**src/rtl/shift_unit_seq.sv**
```systemverilog
// Iterative shift/rotate engine: shifts the operand one bit per clock and
// presents a registered result with a one-cycle done pulse.
module shift_unit_seq #(
    parameter int WIDTH = 32,
    parameter int CNT_W = 5
) (
    input  logic             clock,
    input  logic             clear,
    input  logic             start,
    input  logic [2:0]       op,
    input  logic [WIDTH-1:0] data_in,
    input  logic [31:0]      num_shifts,
    output logic             busy,
    output logic             done,
    output logic [WIDTH-1:0] out
);

    typedef enum logic [1:0] {IDLE, RUN, DONE} state_t;

    localparam logic [2:0] OP_SHL  = 3'b000;
    localparam logic [2:0] OP_SHR  = 3'b001;
    localparam logic [2:0] OP_SHRA = 3'b010;
    localparam logic [2:0] OP_ROL  = 3'b011;
    localparam logic [2:0] OP_ROR  = 3'b100;

    state_t             state, state_d;
    logic [WIDTH-1:0]   acc;
    logic [CNT_W-1:0]   cnt;
    logic [2:0]         op_q;

    logic               too_big;
    logic [WIDTH-1:0]   load_acc;
    logic [CNT_W-1:0]   load_cnt;
    logic [WIDTH-1:0]   step_val;

    assign busy = (state != IDLE);
    assign done = (state == DONE);

    // Operand and effective count captured when a start is accepted.
    always_comb begin
        // NOTE: every always_comb output gets a default first so no path
        // leaves it unassigned, which would infer a latch.
        too_big  = (num_shifts >= 32'(WIDTH));
        load_acc = data_in;
        load_cnt = num_shifts[CNT_W-1:0];
        case (op)
            OP_SHL, OP_SHR: begin
                if (too_big) begin
                    load_acc = '0;
                    load_cnt = '0;
                end
            end
            OP_SHRA: begin
                if (too_big) load_cnt = CNT_W'(WIDTH - 1);
            end
            OP_ROL, OP_ROR: ;
            default: load_cnt = '0;
        endcase
    end

    always_comb begin
        step_val = acc;
        case (op_q)
            OP_SHL:  step_val = {acc[WIDTH-2:0], 1'b0};
            OP_SHR:  step_val = {1'b0, acc[WIDTH-1:1]};
            OP_SHRA: step_val = {acc[WIDTH-1], acc[WIDTH-1:1]};
            OP_ROL:  step_val = {acc[WIDTH-2:0], acc[WIDTH-1]};
            OP_ROR:  step_val = {acc[0], acc[WIDTH-1:1]};
            default: step_val = acc;
        endcase
    end

    always_comb begin
        state_d = state;
        case (state)
            IDLE: if (start) state_d = (load_cnt == '0) ? DONE : RUN;
            RUN:  if (cnt == CNT_W'(1)) state_d = DONE;
            DONE: state_d = IDLE;
            default: state_d = IDLE;
        endcase
    end

    always_ff @(posedge clock or posedge clear) begin
        // NOTE: sequential state uses non-blocking assignments so every
        // register samples pre-edge values regardless of statement order.
        if (clear) state <= IDLE;
        else       state <= state_d;
    end

    always_ff @(posedge clock or posedge clear) begin
        if (clear) begin
            acc  <= '0;
            cnt  <= '0;
            op_q <= '0;
            out  <= '0;
        end else begin
            case (state)
                IDLE: begin
                    if (start) begin
                        acc  <= load_acc;
                        op_q <= op;
                        cnt  <= load_cnt;
                        if (load_cnt == '0) out <= load_acc;
                    end
                end
                RUN: begin
                    acc <= step_val;
                    cnt <= cnt - CNT_W'(1);
                    if (cnt == CNT_W'(1)) out <= step_val;
                end
                default: ;
            endcase
        end
    end

endmodule

```
**config.mk**
```make
export PLATFORM = sky130hd
export DESIGN_NAME = shift_unit_seq
export DESIGN_NICKNAME = d
export VERILOG_FILES = /design/src/rtl/shift_unit_seq.sv
export SDC_FILE = /design/constraint.sdc
export NUM_CORES = 1
export LEC_CHECK = 0
export ABC_CLOCK_PERIOD_IN_PS = 2400
export BUFFER_PORTS_ARGS = -buffer_cell sky130_fd_sc_hd__buf_2
export CAP_MARGIN = 10
export CORE_MARGIN = 2
export CORE_UTILIZATION = 48
export DETAILED_ROUTE_END_ITERATION = 8
export GPL_TIMING_DRIVEN = 0
export PLACE_DENSITY = 0.89
export SLEW_MARGIN = 20
export SYNTH_ARGS = -nofsm -noshare
export SYNTH_HDL_FRONTEND = slang
export SYNTH_SLANG_ARGS = --single-unit
```
**constraint.sdc**
```tcl
create_clock -name clock -period 2.4 [get_ports clock]
set_input_delay 0.48 -clock clock [delete_from_list [all_inputs] [get_ports clock]]
set_output_delay 0.48 -clock clock [all_outputs]
set_load 0.01 [all_outputs]
```
* Word-level counts from Yosys, hierarchy flattened
Index checks and enable logic that the tools add are counted.
** Storage, ports and cells
- Bits of input ports :: 70
- Register bits after elaboration :: 74
** Cells by class
- Equality and inequality tests :: 14
- Reductions and logical operators :: 12
- Multiplexer cells :: 18
- Add/sub/neg operators :: 1
- $lt $le $gt $ge :: 1
** Operators by type and width (number)
- $mux W32 :: 6
- $pmux W32 S5 :: 1
- $pmux W32 S2 :: 2
- $ge A32 B6 Y1 const B :: 1
- $mux W5 :: 3
- $pmux W5 S3 :: 1
- $eq A3 B2 Y1 const B :: 4
- $pmux W5 S2 :: 1
- $eq A3 B1 Y1 const B :: 2
- $eq A3 B3 Y1 const B :: 2
- $logic_not A3 Y1 :: 2
- $mux W2 :: 3
- $ne A2 B2 Y1 const B :: 3
- $reduce_and A2 Y1 :: 3
- $eq A5 B1 Y1 const B :: 1
- $logic_not A5 Y1 :: 1
- $sub A5 B1 Y5 const B :: 1
- $pmux W2 S2 :: 1
- $reduce_and A4 Y1 :: 1
- $reduce_bool A2 Y1 :: 2
- $reduce_or A2 Y1 :: 2
- $eq A2 B1 Y1 const B :: 1
- $eq A2 B2 Y1 const B :: 1
- $logic_not A2 Y1 :: 1

* Logic depth before layout (Yosys ltp)
- Word-level depth :: 7
- Gate-level depth with buffers :: 8
- Mapped depth without buffers :: 6

* Worst setup path before layout
OpenSTA, ideal clock, no wires.
- Path kind :: input port to flip-flop
- From :: in num_shifts[14]
- To :: reg out[0]
- Data arrival time :: 2136 ps
- Path slack :: 136 ps
- Stages on the path :: 7
- Setup time :: 128 ps
- Path through :: nor4_1 nand2_1 nor3_4 nor4_2 a221oi_4 buf_6 mux2_1
** Between the ends
- Cells in the longest elaborated chain, start to end :: 6
- Elaborated cells between the ends (all ways) :: 12
** RTL lines
- start, declared :: line 12 : input logic [31:0] num_shifts,
- $ge A32 B6 Y1 * :: line 43 : too_big = (num_shifts >= 32'(WIDTH));
- $mux W5, or another cell as far along :: line 54 : if (too_big) load_cnt = CNT_W'(WIDTH - 1);
- $pmux W5 S3 or $mux W32 (tied branches) :: line 46 : case (op)
- $logic_not A5 Y1 or $mux W32 (tied branches) :: line 103 : if (load_cnt == '0) out <= load_acc;
- $ne A2 B2 Y1 (no line) or $mux W32 (tied branches)
- $reduce_and A4 Y1 (no line) or $pmux W32 S2 (tied branches)
- end signal, assigned :: line 103
- end signal, assigned :: line 109 : if (cnt == CNT_W'(1)) out <= step_val;
- end, declared :: line 15 : output logic [WIDTH-1:0] out
Every way passes the cells marked *; elsewhere a longest branch is shown, timed or not. The select of a mux whose other input is x is not followed.
A chain may end at the register's enable or synchronous reset.

* Worst setup path in the final report
- From :: reg state[0]
- To :: reg out[0]
** Between the ends
- Cells in the longest elaborated chain, start to end :: 3
- Elaborated cells between the ends (all ways) :: 8
** RTL lines
- start, declared :: line 26 : state_t state, state_d;
- start signal, assigned :: line 87 : else state <= state_d;
- $eq A2 B1 Y1 or $logic_not A2 Y1 (tied branches) :: line 97 : case (state)
- $ne A2 B2 Y1 (no line) or $reduce_bool A2 Y1 (tied branches)
- $reduce_and A4 Y1 (no line)
Parallel ways exist; a longest one is shown, timed or not.

==> impl_results.md <==
* Setup TNS at 0 ns
* Post-Syn Instances at 414
* Arrival time of the worst setup path at 2.46 ns
* Global-route wire length before repair at 17100 um
* Starting density of the core at 50.1%
* CP Data Required Time at 2.63 ns
* Clock root buffer: clkbuf_8
* Die H at 94.2 um
* Mean Syn Cell Area at 9.44 um2
* Number of remaining DRC errors at 0
* CTS Sinks at 74
* Worst Path Buf+Inv at 1
* Worst setup EP type: flip-flop
* Core area at 7810 um2
* Max Freq at 448 MHz
* YS warnings at 0
* #FFs+latches synth at 74
* Critical path type: flip-flop to flip-flop
* Layout cells sized above 1 at 27.1%
* Number of global-route vias before repair at 3621
* Synth top area share at 47.4%
* DR WL/cell at 16.2 um
* GRT Residual Overflow at 0
* Placer congestion estimate at 0.916
* Die Width at 94.2 um
* Max-Cap Viols at 0
* Cell taking the most area after synthesis: dfrtp_1
* Top cells by count, synth: dfrtp_1, nand2_1, nor2_1
* Row cnt at 32
* Ports at 104
* CTS H-Tree Depth at 3
* Worst skew pair latency at 0.35 ns
* Post-synth EDFFs at 0
* Final core utilization at 62.1%
* Non-filler instance count after layout at 640
* Total wire length at 10400 um
* Seq/Total Area, Yosys at 47.4%
* Least-Margin Pin Slew at 0.515 ns
* Largest net degree at the start of global routing at 59
* Area delta synth->final at 24.1%
* Post-Syn Area at 3910 um2
* RSZ-0062 raised after global routing: true
* Initial antenna violation count at 0
* DR pass1 iterations at 5
* CTS Buf Count at 9
* # setup viols final at 0
* Placed cell count at 620
* Layout Nets at 606
* Top_reg_cell synth: dfrtp_1
* Crit path time final at 2.23 ns
* Crit-path slowest cell: dfrtp_1
* Worst vdd rail ir drop at 0.717 mV
* Most numerous cell in the Yosys netlist: dfrtp_1
* Initial DRC Count at 305
* Vias per cell at 5.75
* DP Wirelength at 7470 um
* Reg clk slew, reported paths at 0.08 ns
* Post-DRT Antenna Nets at 0
* Tot GR Track Use at 24.7%
* Syn Nets at 486
* Synth cell types at 42
* Final hold violations at 0
* Antenna cell count at 0
* Largest cells by area after synthesis: dfrtp_1, mux2i_1, o221ai_1
* Total number of vias at 3683
* Slew Viols, Final at 0
* Post-CTS Hold Fix Bufs at 0
* Asr flop ratio synth at 100%
* WHS at 0.0539 ns
* Longest Clk Path Bufs at 2
* CP peak stage delay at 0.45 ns
* Startpoint types: flip-flop
* Rel. slew slack at 65.7%
* Critical Path, Cell by Cell: nor2_1 > nor2_2 > o211ai_1 > a221oi_4 > buf_6 > mux2_1
* CP delay by family, top: compound AO/OA/AOI/OAI gates
* CTS tree: yes
* # port buffers at 103
* Full die area at 8880 um2
* CP max FO at 10
* Worst clock skew at 0.00751 ns
* Period utilization at 93.0%
* Hold Path Class: input port to async pin
* Power per cell area at 1510 nW/um2
* Outcome: completed
* Lkg Pwr at 2.30 nW
[per-layer routing]
layer | vias to the layer above | part of all wire, % | global-route usage [%]
li1 | 1721 | - | -
met1 | 1777 | 42 | 33.2
met3 | 25 | 6.6 | 3.29
met4 | 0 | 1.9 | 8.94
met2 | 160 | 49 | 40.9
met5 | - | 0 | 0
[report_power, final]
group / internal, W / switching, W / total (W) / leakage [nW]
clock: 0.000637 / 0.000475 / 0.00111 / 0.108
combinational: 0.00168 / 0.00219 / 0.00387 / 1.27
sequential: 0.00186 / 0.000483 / 0.00234 / 0.921
[final timing paths]
check,slack [ns],cells past startpoint,endpoint,from
max,0.17,6,out[0],state[0]
min,0.05,2,out[18],clear
max reg2reg,0.17,6,out[0],state[0]
min reg2reg,0.51,1,out[0],out[0]
max in group asynchronous,1.80,3,acc[24],clear
min in group clock,0.37,3,cnt[0],num_shifts[0]
[registers in the layout, summed over array words and instances (netlist names)]
register and count:
op_q 3, acc 32, cnt 5, out 32
state 2
[metrics by stage]
step	worst slack (ns)	power [W]	cell area, um2
floorplan	0.0384	0.00500	3910
global placement	-0.787	0.00591	4550
detailed placement	-0.204	0.00608	4580
CTS	0.0868	0.00723	4810
global route	-0.00530	0.00785	4850
finish	0.169	0.00732	4850
[what timing repair did]
action,in CTS,in global routing
endpoints found under the setup margin,1,18
gates resized for setup,1,1
pin swaps,0,0
buffers inserted,0,5
gates cloned,0,0
[area by class of cell]
type / count / area (um2)
clock buffer: 11 / 151
buffer: 27 / 126
clock inverter: 4 / 75.1
inverter: 38 / 145
timing repair buffer: 109 / 581
sequential: 74 / 1850
tap: 102 / 128
multi-input combinational: 275 / 1790
fill: 655 / 2960
[cells in the final DEF (no fill, tap or decap), types with 3 or more instances in the layout]
master       n
buf_6        3
nand2_1     50
buf_2      105
a21oi_1     12
o21ai_1      5
nor3_1       5
dfrtp_1     74
clkbuf_8    11
nand3_1      4
o221ai_1    28
o21ai_0     29
a2bb2oi_1   26
buf_1        3
o2bb2ai_1    3
nor2_1      40
clkbuf_1    19
inv_1       37
mux2i_1     28
buf_4        5
nor4_1       6
mux2_2       8
[cell families (layout without fill, tap and decap cells)]
group / count (synthesis) / after routing / share of synthesized area [%]
compound gates: 120 / 120 / 22.5
buf+inv: 65 / 189 / 6.88
mux: 37 / 37 / 9.76
simple gates: 116 / 116 / 12.8
flops: 74 / 74 / 47.4
fa+ha+maj: 2 / 2 / 0.640
Note: power is estimated with default switching activity, not from simulation.
